<file path="src/rtl/spm_bank_scheduler_pkg.sv">
// Shared SPM read-path sizing and bank index type for the bank conflict scheduler.
package spm_bank_scheduler_pkg;

  localparam int SM_PROCESSING_ELEMENTS = 16;
  localparam int SM_MEMORY_BANKS        = 16;
  localparam int SM_BANK_ADDR_W         = $clog2(SM_MEMORY_BANKS);

  typedef logic [SM_BANK_ADDR_W-1:0] sm_bank_address_t;

  // Width of a pass counter that must count up to n passes.
  function automatic int pass_id_width(input int n);
    return $clog2(n + 1);
  endfunction

endpackage

</file>
<file path="src/rtl/spm_conflict_grant.sv">
// Combinational bank-conflict arbiter: lowest pending lane wins each bank.
// Also flags whether this grant drains every pending lane.
module spm_conflict_grant
  import spm_bank_scheduler_pkg::*;
#(
  parameter int N_LANES = SM_PROCESSING_ELEMENTS,
  parameter int BANK_W  = SM_BANK_ADDR_W
) (
  input  logic [N_LANES-1:0]        pending,
  input  logic [N_LANES*BANK_W-1:0] bank_indexes,
  output logic [N_LANES-1:0]        grant,
  output logic                      last
);

  // Grant lane i unless a lower pending lane targets the same bank.
  always_comb begin
    grant = '0;
    for (int i = 0; i < N_LANES; i++) begin : g_lane
      logic hit;
      hit = 1'b0;
      for (int j = 0; j < i; j++) begin
        hit = hit | (pending[j] &
              (bank_indexes[j*BANK_W +: BANK_W] == bank_indexes[i*BANK_W +: BANK_W]));
      end
      grant[i] = pending[i] & ~hit;
    end
    last = ((pending & ~grant) == '0);
  end

endmodule

</file>
<file path="src/rtl/spm_bank_scheduler.sv">
// SPM read-path conflict scheduler: splits a lane request into conflict-free
// bank passes, issued one per cycle under valid/ready backpressure.
module spm_bank_scheduler
  import spm_bank_scheduler_pkg::*;
#(
  parameter int N_LANES = SM_PROCESSING_ELEMENTS,
  parameter int N_BANKS = SM_MEMORY_BANKS,
  localparam int BANK_W = $clog2(N_BANKS),
  localparam int ID_W   = pass_id_width(N_LANES)
) (
  input  logic                      clk,
  input  logic                      reset,
  input  logic                      req_valid,
  output logic                      req_ready,
  input  logic [N_LANES-1:0]        req_mask,
  input  logic [N_LANES*BANK_W-1:0] req_bank_indexes,
  output logic                      pass_valid,
  input  logic                      pass_ready,
  output logic [N_LANES-1:0]        pass_mask,
  output logic [N_LANES*BANK_W-1:0] pass_bank_indexes,
  output logic                      pass_last,
  output logic [ID_W-1:0]           pass_id
);

  typedef enum logic {
    IDLE  = 1'b0,
    ISSUE = 1'b1
  } state_t;

  state_t                    state_q, state_d;
  logic [N_LANES-1:0]        pending_q, pending_d;
  logic [N_LANES*BANK_W-1:0] bank_q, bank_d;
  logic [ID_W-1:0]           pass_id_q, pass_id_d;
  logic [N_LANES-1:0]        grant;
  logic                      last;

  spm_conflict_grant #(
    .N_LANES (N_LANES),
    .BANK_W  (BANK_W)
  ) u_grant (
    .pending      (pending_q),
    .bank_indexes (bank_q),
    .grant        (grant),
    .last         (last)
  );

  // Next-state and handshake decode; a request accepted on the last pass
  // overrides the return to IDLE so back-to-back requests need no bubble.
  always_comb begin
    state_d    = state_q;
    pending_d  = pending_q;
    bank_d     = bank_q;
    pass_id_d  = pass_id_q;
    req_ready  = 1'b0;
    pass_valid = 1'b0;
    case (state_q)
      IDLE: begin
        req_ready = 1'b1;
      end
      ISSUE: begin
        pass_valid = 1'b1;
        req_ready  = pass_ready & last;
        if (pass_ready) begin
          pending_d = pending_q & ~grant;
          if (last) begin
            state_d   = IDLE;
            pass_id_d = '0;
          end else begin
            pass_id_d = pass_id_q + ID_W'(1);
          end
        end else begin
          pending_d = pending_q;
        end
      end
      default: begin
        state_d   = IDLE;
        pending_d = '0;
      end
    endcase
    if (req_valid && req_ready) begin
      state_d   = ISSUE;
      pending_d = req_mask;
      bank_d    = req_bank_indexes;
      pass_id_d = '0;
    end else begin
      bank_d = bank_q;
    end
  end

  // Scheduler state registers.
  always_ff @(posedge clk or negedge reset) begin
    if (!reset) begin
      state_q   <= IDLE;
      pending_q <= '0;
      bank_q    <= '0;
      pass_id_q <= '0;
    end else begin
      state_q   <= state_d;
      pending_q <= pending_d;
      bank_q    <= bank_d;
      pass_id_q <= pass_id_d;
    end
  end

  assign pass_mask         = grant;
  assign pass_last         = last;
  assign pass_id           = pass_id_q;
  assign pass_bank_indexes = bank_q;

endmodule

</file>
<file path="config.mk">
export PLATFORM = sky130hd
export DESIGN_NAME = spm_bank_scheduler
export DESIGN_NICKNAME = d
export VERILOG_FILES = /design/src/rtl/spm_bank_scheduler_pkg.sv /design/src/rtl/spm_conflict_grant.sv /design/src/rtl/spm_bank_scheduler.sv
export SDC_FILE = /design/constraint.sdc
export NUM_CORES = 1
export LEC_CHECK = 0
export ABC_AREA = 1
export CAP_MARGIN = 10
export CORE_ASPECT_RATIO = 1.4
export CORE_UTILIZATION = 35
export CTS_CLUSTER_SIZE = 40
export DETAILED_ROUTE_END_ITERATION = 12
export GPL_ROUTABILITY_DRIVEN = 0
export PLACE_DENSITY_LB_ADDON = 0.05
export SYNTH_ARGS = -nofsm -noshare
export SYNTH_HDL_FRONTEND = slang
export SYNTH_HIERARCHICAL = 1
export SYNTH_SLANG_ARGS = --single-unit
</file>
<file path="constraint.sdc">
create_clock -name clk -period 4.6 [get_ports clk]
set_input_delay 0.46 -clock clk [delete_from_list [all_inputs] [get_ports clk]]
set_output_delay 0.46 -clock clk [all_outputs]
set_load 0.02 [all_outputs]
</file>
==> out/metrics.cfg <==
[pwr]
power_density_nw_per_um2 = 1020
power_frac_clock_pct = 5.5
power.switching_mw = 8.61
p_comb_share_pct = 80.0
pwr-share-seq_pct = 14.6
ir_drop_v = 0.000678
p_int_mw = 5.12
p_leak_nw = 6.59
switching_share_pct = 62.7

[synthesis]
async_flop_share_pct = 100
synth_compound_area_share_pct = 11.5
synthMuxAreaShare_pct = 0
synth_cells = 2096
yosysSeqAreaShare_pct = 18.8
synth_top_flop_cell = dfrtp_1
yosys-top-cells-area = nand2_1 24%, dfrtp_1 19%, nor2_1 12%
synthAdderAreaFrac_pct = 0.109
synth.distinct_cells = 27
syn_nets = 2181
synthSimpleGateAreaFrac_pct = 47.6
synth_top_family_by_area = simple AND/OR/NAND/NOR gates
synth_enable_flop_cells = 0
yosysWarningCount = 6
yosys-top-cells-count = 747 x nand2_1, 365 x nor2_1, 200 x nand3_1, 124 x o21ai_0, 97 x xnor2_1
syn_avg_cell_area_sq_um = 5.46
yosysTopAreaCellShare_pct = 24.5
netlist_area_sq_um = 11500
ys_ff_latch = 86
synthXorXnorAreaFrac_pct = 8.72
yosysMostFrequentCell = nand2_1
synth_top_area_cell = nand2_1

[setup_path]
crit_arrival_ns = 3.88
worstPathCellList = inv_1 > nand2_1 > a21oi_1 > nand3_1 > nand3_1 > nand2_1 > nand3_1 > nor2_1 > nand3_1 > nor2_1 > nand2_1 > nand2_4 > clkdlybuf4s50_1
setup.worst_path.class = reg -> out
worstPathMaxFanout = 11
critPathSlowestCell = dfrtp_1
cpPeakStageDelay_ns = 0.89
critPathRequiredTime_ns = 4.14
cp-end-kind = primary output
critPathLaunchType = flop
cpMostUsedCell = nand3_1

[routing]
wl_per_cell_um = 24.2
vias_per_cell = 5.68
drtIter0Drc = 2105
num_vias = 14880
detail-route-antenna-nets = 0
wl_um = 63500
firstDrtPassIters = 8
drc = 0

[cells_and_area]
final_cell_count_no_fill = 2621
fin_area_sq_um = 13500
drive_above_1_share_pct = 6.61
nNetsFinal = 2260
area_growth_pct = 18.0

[die]
ios = 172
core_sq_um = 32300
die_x_um = 155
dieHeight_um = 216
dieArea_sq_um = 33500
start_util_pct = 35.5
fp-row-count = 78

[timing]
hold_viol_final = 0
setup_tns_ns = 0
fin_crit_sh_pct = 94.3
finalMaxSlewViolations = 0
skew_ns = 0.00726
fmax_ghz = 0.231
setup_violations = 0
slew-limit-headroom_pct = 22.0
fin_crit_ns = 4.34
rsz0062_at_grt = no
worst_pin_slew_ns = 1.17

[clock_tree]
numCtsBuffers = 9
insertion_delay_ns = 0.37
htree_levels = 3
cts_hold_buf = 0
path_clk_slew_ns = 0.07
cts.sink_count = 86
cts-resized-gates = 0
post_cts.repair.setup_buffers = 0
cts-root-buf = clkbuf_16
tritoncts = built
clockBufferDepth = 2

[outcome]
status = complete, no violations

[flow_run]
drv_cap = 0

[place]
dp.cells = 2604
placed_area_sq_um = 13200
dp_hpwl_um = 42600
portBuffers = 171

[global_routing]
grt_max_degree = 81
grt_pass1_wl_um = 92400
grt_pass1_vias = 13750
antenna_found_initial = 0
overflow = 0
grt_util_all_layers_pct = 37.7

[worst_hold_path]
hold_path_class = in -> async

area by class of cell:
| cell class | count | area (sq um) |
|---|---|---|
| fillers | 3542 | 18800 |
| well taps | 440 | 551 |
| clock inverters | 3 | 25.0 |
| flip-flops and latches | 86 | 2150 |
| inverters | 111 | 417 |
| multi-input cells | 1719 | 7780 |
| clock buffers | 13 | 270 |
| repair buffers | 248 | 2320 |
| diodes | 1 | 2.50 |
layout by cell type (no fill, tap or decap):
cell / instances
nand2_1: 747
nor2_1: 365
nand3_1: 200
clkdlybuf4s50_1: 169
o21ai_0: 124
xnor2_1: 97
dfrtp_1: 86
buf_4: 75
inv_1: 67
o21ai_1: 65
inv_2: 42
a21oi_1: 41
xor2_1: 17
nand3b_1: 16
o211ai_1: 11
nor3_1: 10
clkbuf_16: 9
o22ai_1: 9
nand4_1: 8
nand2_4: 3
clkbuf_8: 3
buf_12: 3
inv_6: 2
clkinv_1: 2
o22ai_2: 2
diode_2: 1
nand2_2: 1
nand3_2: 1
ha_1: 1
clkbuf_1: 1
clkinvlp_4: 1
buf_2: 1
or2_2: 1
critical path, delay by kind of cell (launching register included):
kind / cells / cell delay [ns]
flops: 1 / 0.89
compound gates: 1 / 0.08
buf+inv: 2 / 1.00
simple gates: 10 / 1.53
path summary, 6_finish.rpt:
path                                        from               endpoint  slack [ns]  cells after the start
setup / recovery           pass_bank_indexes[14]              req_ready        0.26                     13
hold / removal                             reset   pass_bank_indexes[1]        0.18                      1
setup reg to reg           pass_bank_indexes[14]   pass_bank_indexes[2]        0.89                     16
hold reg to reg            pass_bank_indexes[63]  pass_bank_indexes[63]        0.52                      2
max in group asynchronous                  reset  pass_bank_indexes[55]        3.57                      2
min in group clk           pass_bank_indexes[63]  pass_bank_indexes[63]        0.52                      2
power groups by stage:
| stage | registers [mW] | logic (mW) | clock network (mW) |
|---|---|---|---|
| 4_1_cts | 1.96 | 10.6 | 0.773 |
| 6_report | 2.00 | 11.0 | 0.750 |
| 2_1_floorplan | 1.84 | 6.87 | 0 |
| 5_1_grt | 2.03 | 11.7 | 0.788 |
| 3_5_place_dp | 1.97 | 10.6 | 0 |
| 3_3_place_gp | 1.96 | 10.6 | 0 |
cells by family after synthesis:
logic type / Yosys count
and+or+nand+nor: 1352
buffers and inverters: 291
AOI/OAI and AO/OA: 252
xor gates and xnor gates: 114
DFF: 86
adders and majority gates: 1
sequential cells by signal, summed over array words and instances, names as in the netlist:
signal	cells
pass_bank_indexes	64
pending_q	16
state_q	1
pass_id	5
through the flow:
step	power [mW]	hold slack, ns	setup slack, ns	utilization, %
after floorplan	8.71	0.164	1.70	-
after global placement	12.5	0.487	0.787	40.9
after detailed placement	12.5	0.507	0.781	40.9
after CTS	13.3	0.197	0.358	41.8
after global routing	14.5	0.248	0.208	41.8
final	13.7	0.179	0.263	41.8
per-layer routing:
metal / up-vias / part of all wire [%] / global-route usage, %
li1: 6710 / - / -
met1: 6764 / 39 / 50.2
met2: 1172 / 43 / 56.3
met3: 234 / 12 / 6.59
met4: 0 / 6.2 / 23.4
met5: - / 0 / 0
No activity file was read; power rests on OpenSTA's default activity.
